--- src/rtl/video_write_scheduler.sv ---
// video_write_scheduler: defers CPU video writes into a FIFO and drains a snapshot of it
// on frame_end (or immediately in pass-through mode), preserving write order.
module video_write_scheduler #(
  parameter int DEPTH_LOG2 = 4,
  parameter int AW = 21,
  parameter int DW = 32
) (
  input  logic                  clk,
  input  logic                  reset,
  input  logic                  cs,
  input  logic                  write,
  input  logic [AW-1:0]         addr,
  input  logic [DW-1:0]         wr_data,
  input  logic                  defer_en,
  input  logic                  frame_end,
  input  logic                  clr_ovf,
  output logic                  video_cs,
  output logic                  video_wr,
  output logic [AW-1:0]         video_addr,
  output logic [DW-1:0]         video_wr_data,
  output logic [DEPTH_LOG2:0]   count,
  output logic                  busy,
  output logic                  ovf
);
  localparam int DEPTH = 2 ** DEPTH_LOG2;
  localparam logic [DEPTH_LOG2:0] FULL = (DEPTH_LOG2 + 1)'(DEPTH);
  typedef enum logic {IDLE, DRAIN} state_t;
  state_t state;
  logic [AW+DW-1:0] mem [DEPTH];
  logic [DEPTH_LOG2-1:0] wr_ptr, rd_ptr;
  logic [DEPTH_LOG2:0] drain_cnt;
  logic req, pass, pop, push, drop, start;
  always_comb begin
    req   = cs & write;
    pass  = req & ~defer_en & (state == IDLE) & (count == '0);
    pop   = state == DRAIN;
    push  = req & ~pass & ((count != FULL) | pop);
    drop  = req & ~pass & (count == FULL) & ~pop;
    start = (state == IDLE) & (count != '0) & (frame_end | ~defer_en);
  end
  assign busy = state == DRAIN;
  always_ff @(posedge clk)
    if (push && !reset) mem[wr_ptr] <= {addr, wr_data};
  always_ff @(posedge clk) begin
    if (reset) begin
      state         <= IDLE;
      wr_ptr        <= '0;
      rd_ptr        <= '0;
      count         <= '0;
      drain_cnt     <= '0;
      ovf           <= 1'b0;
      video_cs      <= 1'b0;
      video_wr      <= 1'b0;
      video_addr    <= '0;
      video_wr_data <= '0;
    end else begin
      if (push) wr_ptr <= wr_ptr + 1'b1;
      if (pop) rd_ptr <= rd_ptr + 1'b1;
      count    <= count + (DEPTH_LOG2 + 1)'(push) - (DEPTH_LOG2 + 1)'(pop);
      video_cs <= pass | pop;
      video_wr <= pass | pop;
      if (pass) {video_addr, video_wr_data} <= {addr, wr_data};
      else if (pop) {video_addr, video_wr_data} <= mem[rd_ptr];
      ovf <= drop | (ovf & ~clr_ovf);
      // the snapshot bounds this drain; later pushes wait for the next one
      if (start) begin
        state     <= DRAIN;
        drain_cnt <= count;
      end else if (pop) begin
        drain_cnt <= drain_cnt - 1'b1;
        if (drain_cnt == 1) state <= IDLE;
      end
    end
  end
endmodule

--- config.mk ---
export PLATFORM = sky130hd
export DESIGN_NAME = video_write_scheduler
export DESIGN_NICKNAME = d
export VERILOG_FILES = /design/src/rtl/video_write_scheduler.sv
export SDC_FILE = /design/constraint.sdc
export NUM_CORES = 1
export LEC_CHECK = 0
export CAP_MARGIN = 20
export CORE_ASPECT_RATIO = 1.4
export CORE_MARGIN = 2
export CORE_UTILIZATION = 55
export CTS_CLUSTER_DIAMETER = 80
export CTS_CLUSTER_SIZE = 20
export DETAILED_ROUTE_END_ITERATION = 8
export HOLD_SLACK_MARGIN = 0.15
export PLACE_DENSITY = 0.73
export SLEW_MARGIN = 20
export SYNTH_ARGS = -nofsm -noshare
export SYNTH_HDL_FRONTEND = slang
export SYNTH_SLANG_ARGS = --single-unit
--- constraint.sdc ---
create_clock -name clk -period 4.85 [get_ports clk]
set_clock_uncertainty 0.1 [all_clocks]
set_input_delay 0.7275 -clock clk [delete_from_list [all_inputs] [get_ports clk]]
set_output_delay 0.7275 -clock clk [all_outputs]
set_load 0.01 [all_outputs]
==> results of run 1 <==
==> power breakdown <==
part | total (mW) | switching, mW | leakage, nW | internal [mW]
combinational | 3.95 | 1.87 | 2.96 | 2.07
sequential | 9.34 | 0.360 | 8.27 | 8.98
clock | 4.52 | 2.43 | 0.729 | 2.09
==> critical path, stage by stage, from the launching register on <==
cell and delay (ns):
dfxtp_1 0.43, inv_1 0.10, ha_1 0.22, nor4b_1 0.17, a21oi_1 0.51, nand2_1 0.40
nor2_4 0.53, buf_4 0.46
==> cell usage in the layout (no fill, tap or decap), types with 3 or more instances in the layout <==
master             n
edfxtp_1         848
mux4_2           159
mux2_2           145
clkdlybuf4s50_1  120
nand2_1           85
dfxtp_1           73
nor2_1            70
clkbuf_16         53
clkbuf_1          40
o22ai_1           39
o31a_1            39
o21ai_0           39
buf_4             31
o221ai_1          28
a221oi_2          26
inv_1             18
mux2i_1           16
or3_1             16
nor2_4            16
a221oi_1          15
buf_12            15
o2111a_1          14
ha_1              13
a21oi_1           10
xnor2_1            5
nor2b_1            5
xor2_1             5
nand3_1            5
dfxtp_4            5
a211oi_1           3
==> cells by family after synthesis <==
group / Yosys count / synth area share (%)
compound gates: 219 / 5.06
xor+xnor: 10 / 0.243
mux: 320 / 14.9
simple gates: 213 / 2.57
buf+inv: 134 / 1.76
flops: 926 / 75.0
fa+ha+maj: 14 / 0.507
==> worst max-delay path by stage <==
stage	to	slack, ns
after CTS	mem[2][52]	1.51
after detailed placement	mem[2][48]	0.98
after global routing	mem[2][52]	1.35
after floorplan	mem[12][0]	0.63
final	mem[2][52]	1.56
after global placement	mem[2][1]	1.07
==> metrics by stage <==
step / worst slack (ns) / power [mW] / cells / hold slack (ns)
floorplan: 0.627 / 12.2 / 1836 / 0.378
global placement: 1.07 / 13.4 / 2732 / 0.401
detailed placement: 0.976 / 13.5 / 2732 / 0.411
CTS: 1.51 / 17.9 / 2830 / 0.323
global route: 1.35 / 18.5 / 2830 / 0.341
finish: 1.56 / 17.8 / 2830 / 0.360
==> sequential cells by signal (all words and copies together), names as in the netlist, named ones only <==
name,count
busy,1
count,5
drain_cnt,5
mem,848
ovf,1
rd_ptr,4
video_addr,21
video_wr,1
video_wr_data,32
wr_ptr,4
==> routing by layer <==
metal	routed length [µm]	share of wire, %	global-route usage, %
met5	14	0.018	0
met1	32000	40	34.2
met2	40400	51	40.2
met4	1690	2.1	5.63
met3	5730	7.2	3.10
==> area by class of cell <==
type | instances | area share (%)
sequential | 926 | 67.7
multi-input combinational | 776 | 21.3
clock buffer | 94 | 3.73
inverter | 17 | 0.160
timing repair buffer | 166 | 4.34
tap | 847 | 2.65
clock inverter | 4 | 0.0940
==> results.md, run 1 <==
- The run finished with clean final reports.
- Synthesis inferred 926 register bits.
- The multi-input combinational cells in the finished layout cover a total of 0.00852 mm².
- The netlist area before placement is 0.0361 mm².
- The most used flip-flop cell after synthesis is edfxtp_1.
- The total routing usage reported by global routing is 24.1%.
- The floorplan step set the die height to 307 µm.
- Counting every net in the synthesized netlist gives 1,910.
- The logic depth of the worst register-to-register path is 7.
- After synthesis, the netlist uses 46 different library cells.
- The HPWL reported at the end of detailed placement is 44,200 µm.
- The x dimension of the die is 220 µm.
- For this design, the sink count on the clock tree is 926.
- After clock tree synthesis, the setup repair step added 0 buffers.
- The final count of negative-setup-slack endpoints is 0.
- For this run, the share of the core covered by cells in the final layout is 61.3%.
- The number of pins exceeding their max-slew limit in the final report is 0.
- The boundary pin count is 122.
- STA classifies the critical path startpoint as a flop.
- For this design, the CTS-stage hold fixing added 0 buffers.
- The detailed-route wire length is 79,800 µm.
- Along the worst path, the maximum fanout reaches 25.
- After routing, the total negative slack on setup checks comes to 0 ns.
- The data required time of the critical path is 5.02 ns.
- The TritonCTS buffer count is 52.
- The number of enable flip-flop cells after synthesis is 848.
- The terminating pin of the worst hold path is count[1].
- The maximum buffer depth of the clock tree is 3.
- Setup repair after global routing left no endpoint under its margin.
- The root buffer cell chosen for the clock tree is clkbuf_16.
- The average wire per cell in the routed design is 28.2 µm.
- Measured against its own limit, the worst slew margin works out to 21.6%.
- The finished cells cover 0.0400 mm².
- The post-route netlist has 23.1% of its cells at a drive strength greater than 1.
- The area added between synthesis and finish is 10.8%.
- The final routed DRC violation total is 0.
- The final number of hold-violating endpoints came to 0.
- The number of design-rule violations left by the first detailed-router iteration is 2,091.
- By count the netlist is led by 848 x edfxtp_1, 159 x mux4_2, 145 x mux2_2, 86 x nand2_1, 86 x nor2_1.
- The count of nets left with antenna violations once routing finished came out at 0.
- The number of nets at the end of the flow is 2,013.
- The highest attainable clock frequency is 304 MHz.
- The initial antenna violation count is 2.
- The sequential cell area in the final layout is 0.0270 mm².
- The worst flop-to-flop path startpoint is count[2].
- The number of antenna cells inserted is 0.
- The maximum number of pins on one net before global-route repair is 95.
- The average footprint of a synthesized cell is 19.6 µm².
- The end of the worst register-to-register path is mem[2][52].
- The total number of vias is 18.2k.
- The reported max-cap violation count is 0.
- At the pin with the least slew margin, the transition time is 1.18 ns.
- The share of synthesized area occupied by flip-flops and latches is 75.0%.
- At the end of routability-driven placement, the weighted congestion stood at 0.751.
- The final critical-path share of the clock period is 67.8%.
- The clock-pin slew on the worst setup and hold paths is 0.09 ns.
- The H-tree was split into 2 levels.
- The cell depth of the worst min-delay path is 2.
- The most numerous cell in the Yosys netlist is edfxtp_1.
- The initial cell density of the core is 55.4%.
- The first global-routing pass estimated 120,000 µm of wire.
- At the worst endpoint, the arrival time is 3.46 ns.
- The fraction of registers with async set/reset is 0%.
- After detailed routing, the number of vias per cell comes to 6.44.
- The CTS tree is built.
- In this run, post-CTS repair resized a total of 0 instances.
- The Yosys step of the flow raised 0 warnings.
- The kind of end point of the critical path is a flop.
- During placement, the flow inserted port buffers numbering 121.
- The analysis attributes to cell leakage a power of 12.0 nW.
- The launching instance or port of the critical path is count[2].
- The floorplan step defined a die boundary enclosing 0.0676 mm².
- The filler cells instantiated in the layout total 4,449.
- The minimum setup slack among reg-to-reg paths is 1.56 ns.
- The later pin in the worst-skew pair is clocked with a latency of 0.62 ns.
- The placed standard-cell area is 0.0384 mm².
- The number of placement rows is 111.
- Of all cell types, the one taking the most synthesized area is edfxtp_1.
- Global routing finished with a remaining overflow of 0.
- After floorplanning, the core was sized to cover 0.0651 mm².
- Sorting the synthesized cells by area gives the leading types as edfxtp_1 71%, mux4_2 9.9%, mux2_2 4.5%, dfxtp_1 4.3%, a221oi_2 1.1%.
- For the finished layout, the period the worst path requires is 3.29 ns.
- The setup path with the least slack is of type reg -> reg.
- The min-delay analysis places its worst path in the category in -> reg.
- The number of cells produced by synthesis is 1,836.
- Before antenna repair, the detailed router went through 5 iterations.
- The share of Yosys cell area claimed by the top area cell type is 70.6%.
- The startpoint identified for the worst hold timing path is reset.
- IR analysis of the VDD net gives a maximum drop of 0.380 mV.
- Power spread over the standard cell area amounts to 446 mW/mm².
- The number of global-route vias before repair was 18.9k.
No activity file was read; power rests on OpenSTA's default activity.
==> run 2, diff against run 1 <==
==> constraint.sdc (replaced) <==
create_clock -name clk -period 3.3 [get_ports clk]
set_clock_uncertainty 0.1 [all_clocks]
set_input_delay 0.495 -clock clk [delete_from_list [all_inputs] [get_ports clk]]
set_output_delay 0.495 -clock clk [all_outputs]
set_load 0.01 [all_outputs]
==> results.md, run 2 (same netlist as run 1, synthesis figures left out) <==
- The library cells used most frequently in the layout, excluding fill and tap cells, are 848 x edfxtp_1, 159 x mux4_2, 145 x mux2_2.
- The final critical-path required period is 2.89 ns (-0.397 ns).
- The maximum buffer depth of the clock tree is 3 (unchanged).
- The detailed-route wire length came to 78,000 µm (-2.3%).
- The boundary pin count came to 122 (unchanged).
- The highest net fanout along the worst path was 4 (-84%).
- The path class of the tightest hold or removal check is reg -> reg.
- The end of the worst register-to-register path is count[4].
- The highest attainable clock frequency came to 346 MHz (+14%).
- The x dimension of the die is 220 µm (unchanged).
- The number of antenna cells inserted came to 0 (unchanged).
- The routability-driven placement congestion ratio is 0.760 (+1.2%).
- The final number of hold-violating endpoints came to 0 (unchanged).
- The clock-pin slew on the worst setup and hold paths was 0.08 ns (about the same).
- The residual overflow from global routing was 0 (unchanged).
- The final cell count without fillers was 2,854 (+0.85%).
- The initial antenna violation count came to 3 (+1).
- The flow ran to the end, and the final reports show no timing, DRC or antenna violations.
- The relative max-transition margin was 35.0% (+13 points).
- The maximum number of pins on one net before global-route repair is 123 (+29%).
- The number of flip-flops under the largest register name is 848 (unchanged).
- The number of placed instances, taps included was 2,756 (+0.88%).
- The vertical die dimension came to 307 µm (unchanged).
- The number of I/O port buffers is 121 (unchanged).
- The H-tree depth reported by CTS is 2 (unchanged).
- The number of pins exceeding their max-slew limit in the final report is 0 (unchanged).
- The number of design-rule violations left by the first detailed-router iteration was 1,986 (-5.0%).
- The final count of negative-setup-slack endpoints is 0 (unchanged).
- The area of the die is 0.0676 mm² (unchanged).
- The total number of vias was 18.1k (-0.83%).
- The HPWL reported at the end of detailed placement is 43,000 µm (-2.7%).
- The number of placement rows came to 111 (unchanged).
- The path type of the worst setup path is reg -> reg.
- TritonCTS built the clock tree.
- STA classifies the critical path startpoint as a flop.
- The remaining antenna violation count after routing was 0 (unchanged).
- The area of the core is 0.0651 mm² (unchanged).
- The data required time of the critical path is 3.70 ns (-1.32 ns).
- The highest ir drop seen on vdd was 1.25 mV (+230%).
- The end-of-flow core utilization came to 62.0% (+0.67 points).
- The TritonCTS buffer count was 52 (unchanged).
- The worst flop-to-flop path startpoint is count[2].
- The reported max-cap violation count came to 0 (unchanged).
- The transition time at the pin with the least slew margin is 0.975 ns (-0.201 ns).
- The setup total negative slack is 0 ns (unchanged).
- The share of final-layout standard cells stronger than drive strength 1 is 24.1% (+0.97 points).
- The total routing usage reported by global routing was 23.5% (-0.65 points).
- The largest registers in the layout are mem (848), video_wr_data (32), video_addr (21).
- The clock root buffer is clkbuf_16.
- The number of optimization iterations in the first detailed-route pass is 5 (unchanged).
- The number of sinks driven by the clock tree was 926 (unchanged).
- In this run the worst setup path begins at count[2].
- The final routed DRC violation total came to 0 (unchanged).
- The average wire per cell in the routed design is 27.3 µm (-3.1%).
- The register with the highest flop count is mem.
- The clock insertion delay at the later pin of the skew report was 0.61 ns (about the same).
- The minimum setup slack among reg-to-reg paths is 0.41 ns (-1.15 ns).
- The arrival time at the worst endpoint is 3.29 ns (-0.17 ns).
- The area added between synthesis and finish is 12.0%.
- The per-cell via count in the routed design was 6.33 (-1.7%).
- The power per cell area is 650 mW/mm² (+46%).
- The final critical-path share of the clock period is 87.6% (+20 points).
- The most frequent standard cell in the layout excluding fill and tap cells is edfxtp_1.
- Setup repair after global routing left no endpoint under its margin.
- The kind of end point of the critical path is a flop.
- The number of global-route vias before repair is 18.8k (-0.29%).
- The number of nets at the end of the flow is 2,038 (+1.2%).
- The smallest hold slack came to 0.426 ns (+0.0655 ns).
- The global-route wire length before repair is 117,000 µm (-2.6%).
- The logic depth of the worst register-to-register path is 14 (+7).
- The critical path ends at count[4].
- The initial cell density of the core is 55.4% (unchanged).
- The leakage power figure is 12.1 nW (+1.6%).
- The minimum setup slack in the final design is 0.410 ns (-1.15 ns).
- The placement-stage worst setup slack is 0.0957 ns (-0.881 ns).
==> run 2: area by class of cell <==
type | count | area, µm²
inverters | 17 | 63.8
clock buffers | 93 | 1480
clock inverters | 4 | 38.8
repair buffers | 191 | 2170
flip-flops and latches | 926 | 27000
well taps | 847 | 1060
multi-input cells | 776 | 8530
fillers | 4449 | 24800
==> run 2: worst min-delay path by stage <==
stage | end | from | depth (start not counted) | slack, ns
floorplan | drain_cnt[2] | drain_cnt[2] | 2 | 0.38
global placement | flop | rd_ptr[3] | 2 | 0.41
detailed placement | drain_cnt[2] | drain_cnt[2] | 2 | 0.41
CTS | drain_cnt[2] | drain_cnt[2] | 2 | 0.43
global route | drain_cnt[2] | drain_cnt[2] | 2 | 0.46
finish | drain_cnt[2] | drain_cnt[2] | 2 | 0.43
==> run 2: repair_timing <==
item / in CTS / in global routing
gates resized for setup: 0 / 1
hold endpoints to repair: 15 / 0
setup endpoints to repair: 0 / 1
buffers inserted: 0 / 0
hold buffers: 1 / 0
==> run 2: worst max-delay path, cell delays in order (launching register included) <==
cell and delay [ns]:
dfxtp_1 0.41, inv_1 0.09, ha_1 0.22, nor4b_2 0.18, a21oi_1 0.26, inv_1 0.08
ha_1 0.28, inv_1 0.06, ha_1 0.16, inv_1 0.06, fa_1 0.40, nor2b_1 0.17
o21bai_1 0.10, a21oi_1 0.15, nor3b_1 0.06
==> run 2: power by group <==
group / total, mW / switching (mW) / internal (mW)
clock network: 6.59 / 3.54 / 3.05
registers: 13.6 / 0.357 / 13.2
logic: 6.11 / 2.89 / 3.21
total: 26.2 / 6.79 / 19.5
==> run 2: per-layer routing <==
layer	track usage, %	wire length, µm	vias to the layer above
met5	0	27	-
met4	5.62	1560	4
met3	2.77	4880	102
met2	41.2	41200	667
met1	31.5	30300	9556
li1	-	-	7731
==> run 2: through the flow <==
| step | instance area, µm² | power [mW] |
|---|---|---|
| finish | 40400 | 26.2 |
| global route | 40400 | 27.3 |
| CTS | 40400 | 26.5 |
| detailed placement | 38900 | 20.0 |
| global placement | 38900 | 19.8 |
| floorplan | 36100 | 17.9 |
==> run 3, diff against run 2 <==
--- a/config.mk
+++ b/config.mk
@@ -13,7 +13,7 @@
 export CTS_CLUSTER_SIZE = 20
 export DETAILED_ROUTE_END_ITERATION = 8
 export HOLD_SLACK_MARGIN = 0.15
-export PLACE_DENSITY = 0.73
+export PLACE_DENSITY = 0.84
 export SLEW_MARGIN = 20
 export SYNTH_ARGS = -nofsm -noshare
 export SYNTH_HDL_FRONTEND = slang
==> results.md, run 3 (same netlist as run 1, synthesis figures left out) <==
- The flow ran to the end, and the final reports show no timing, DRC or antenna violations.
- The transition time at the pin with the least slew margin came to 0.873 ns (-0.102 ns).
- Leaving out fill and tap cells, the most frequent cell in the layout is edfxtp_1.
- The number of buffers and inverters on the critical path was 4 (unchanged).
- The number of optimization iterations in the first detailed-route pass was 7 (+2).
- The average wire per cell in the routed design is 28.7 µm (+4.9%).
- The setup path with the least slack is of type reg -> reg.
- The reported max-cap violation count is 0 (unchanged).
- The routability-driven placement congestion ratio is 0.795 (+4.7%).
- The maximum buffer depth of the clock tree is 3 (unchanged).
- Setup repair after global routing left no endpoint under its margin.
- The per-cell via count in the routed design was 6.57 (+3.8%).
- Walking the worst path, the cells encountered are inv_1, ha_1, nor4b_1, a21oi_1, inv_1, ha_1, inv_1, ha_1, inv_1, fa_1, nor2b_1, o21bai_1, a21oi_1, nor3b_1.
- The end-of-flow core utilization is 61.7% (-0.34 points).
- The final routed DRC violation total is 0 (unchanged).
- The number of flip-flops under the largest register name is 848 (unchanged).
- The type of the worst min-delay path is in -> reg.
- The highest ir drop seen on vdd is 0.522 mV (-58%).
- The maximum number of pins on one net before global-route repair is 74 (-40%).
- The register with the highest flop count is mem.
- The initial antenna violation count is 0 (-3).
- The global-route wire length before repair is 123,000 µm (+4.8%).
- The final count of negative-setup-slack endpoints is 0 (unchanged).
- The placement-stage worst setup slack was 0.112 ns (+0.0167 ns).
- The number of design-rule violations left by the first detailed-router iteration is 2,407 (+21%).
- The number of sinks driven by the clock tree is 926 (unchanged).
- The boundary pin count came to 122 (unchanged).
- The number of I/O port buffers is 121 (unchanged).
- The critical path startpoint category is a flop.
- The initial cell density of the core is 55.4% (unchanged).
- The cell sitting at the root of the clock tree is a clkbuf_16.
- STA classifies the critical path endpoint as a flop.
- The data required time of the critical path is 3.68 ns (-0.02 ns).
- The highest cell delay on the worst timing path came to 0.43 ns (+0.02 ns).
- The cell with the largest stage delay on the worst path is nor4b_1.
- The TritonCTS buffer count was 52 (unchanged).
- The remaining antenna violation count after routing is 0 (unchanged).
- The area of the core was 0.0651 mm² (unchanged).
- The critical path ends at count[4].
- The leakage power figure is 12.0 nW (-0.88%).
- The relative max-transition margin is 41.8% (+6.8 points).
- The area added between synthesis and finish is 11.4%.
- The share of final-layout standard cells stronger than drive strength 1 is 23.6% (-0.51 points).
- The number of placement rows is 111 (unchanged).
- The placed standard-cell area is 0.0387 mm² (-0.52%).
- The power per cell area is 656 mW/mm² (+0.96%).
- The number of buffers added to fix hold violations after cts came to 0 (-1).
- The residual overflow from global routing is 0 (unchanged).
- The H-tree depth reported by CTS was 2 (unchanged).
- TritonCTS built the clock tree.
- The number of global-route vias before repair came to 19.8k (+5.5%).
- The arrival time at the worst endpoint is 3.40 ns (+0.11 ns).
- The vertical die dimension was 307 µm (unchanged).
- The buffers inserted during post-CTS setup optimization was 0 (unchanged).
- The total number of vias is 18.7k (+3.3%).
- In the final layout, the registers with the most flip-flops are mem (848), video_wr_data (32), video_addr (21).
- The logic depth of the worst setup path including buffers is 14 (unchanged).
- The number of cells upsized or downsized after cts is 0 (unchanged).
- The number of pins exceeding their max-slew limit in the final report is 0 (unchanged).
- The highest attainable clock frequency came to 331 MHz (-4.4%).
- The minimum setup slack in the final design was 0.277 ns (-0.132 ns).
- The number of nets at the end of the flow is 2,025 (-0.64%).
- The logic depth of the worst register-to-register path is 14 (unchanged).
- The cell repeated most along the worst path is inv_1.
- The launching instance or port of the critical path is count[3].
- The total routing usage reported by global routing is 24.4% (+0.95 points).
- The clock-pin slew on the worst setup and hold paths is 0.09 ns (about the same).
- The clock insertion delay at the later pin of the skew report came to 0.60 ns (about the same).
- The final number of hold-violating endpoints is 0 (unchanged).
- The final critical-path share of the clock period is 91.6% (+4.0 points).
- The highest net fanout along the worst path is 4 (unchanged).
- In the layout the commonest cells are 848 x edfxtp_1, 159 x mux4_2, 145 x mux2_2.
- The minimum setup slack among reg-to-reg paths was 0.28 ns (-0.13 ns).
- The summed area of non-filler cells in the final layout is 0.0402 mm² (-0.54%).
- The cell depth of the worst min-delay path came to 2 (unchanged).
- The number of antenna cells inserted is 0 (unchanged).
- The detailed-route wire length is 81,500 µm (+4.5%).
- The x dimension of the die came to 220 µm (unchanged).
- The worst register-to-register path ends at count[4].
- The worst flop-to-flop path startpoint is count[3].
- The cell family contributing the most delay on the critical path is adder cells.
- The final critical-path required period is 3.02 ns (+0.132 ns).
- The area of the die is 0.0676 mm² (unchanged).
- The HPWL reported at the end of detailed placement is 45,400 µm (+5.6%).
[run 3: cell types whose count changed in the layout (fill, tap and decap cells not counted)]
cell and delta:
clkbuf_1 +1, dlygate4sd3_1 -1, clkinv_2 -1, clkinv_4 +1, clkinv_8 -1, buf_4 -3
nor4b_1 +1, nor4b_2 -1, buf_12 -9, inv_6 +1
[run 3: area by class of cell]
cell class / count / area, µm²
flip-flops and latches: 926 / 27000
fillers: 4130 / 25000
multi-input cells: 776 / 8520
repair buffers: 178 / 1960
clock buffers: 94 / 1480
well taps: 847 / 1060
inverters: 17 / 63.8
clock inverters: 4 / 35.0
[run 3: how the worst min path moves through the flow]
stage              endpoint          from  slack, ns
2_1_floorplan  drain_cnt[2]  drain_cnt[2]       0.38
3_3_place_gp   drain_cnt[2]  drain_cnt[2]       0.40
3_5_place_dp   drain_cnt[2]  drain_cnt[2]       0.42
4_1_cts            count[1]         reset       0.17
5_1_grt            count[1]         reset       0.20
6_report           count[1]         reset       0.20
[run 3: metal layers]
metal	GRT usage [%]	part of all wire (%)
met1	32.0	36
met2	41.9	51
met3	3.41	8.9
met4	8.74	3.4
met5	0	0
[run 3: through the flow]
| stage | std cells | TNS, ns | power [mW] | hold WS, ns |
|---|---|---|---|---|
| after floorplan | 1836 | -188.15 | 17.9 | 0.378 |
| after global placement | 2744 | 0 | 19.7 | 0.401 |
| after detailed placement | 2744 | 0 | 20.0 | 0.422 |
| after CTS | 2842 | 0 | 26.4 | 0.165 |
| after global routing | 2842 | 0 | 27.2 | 0.198 |
| final | 2842 | 0 | 26.4 | 0.203 |
[run 3: report_power, final]
| group | internal [mW] | switching (mW) |
|---|---|---|
| combinational | 3.12 | 2.99 |
| clock | 3.06 | 3.55 |
| sequential | 13.2 | 0.439 |
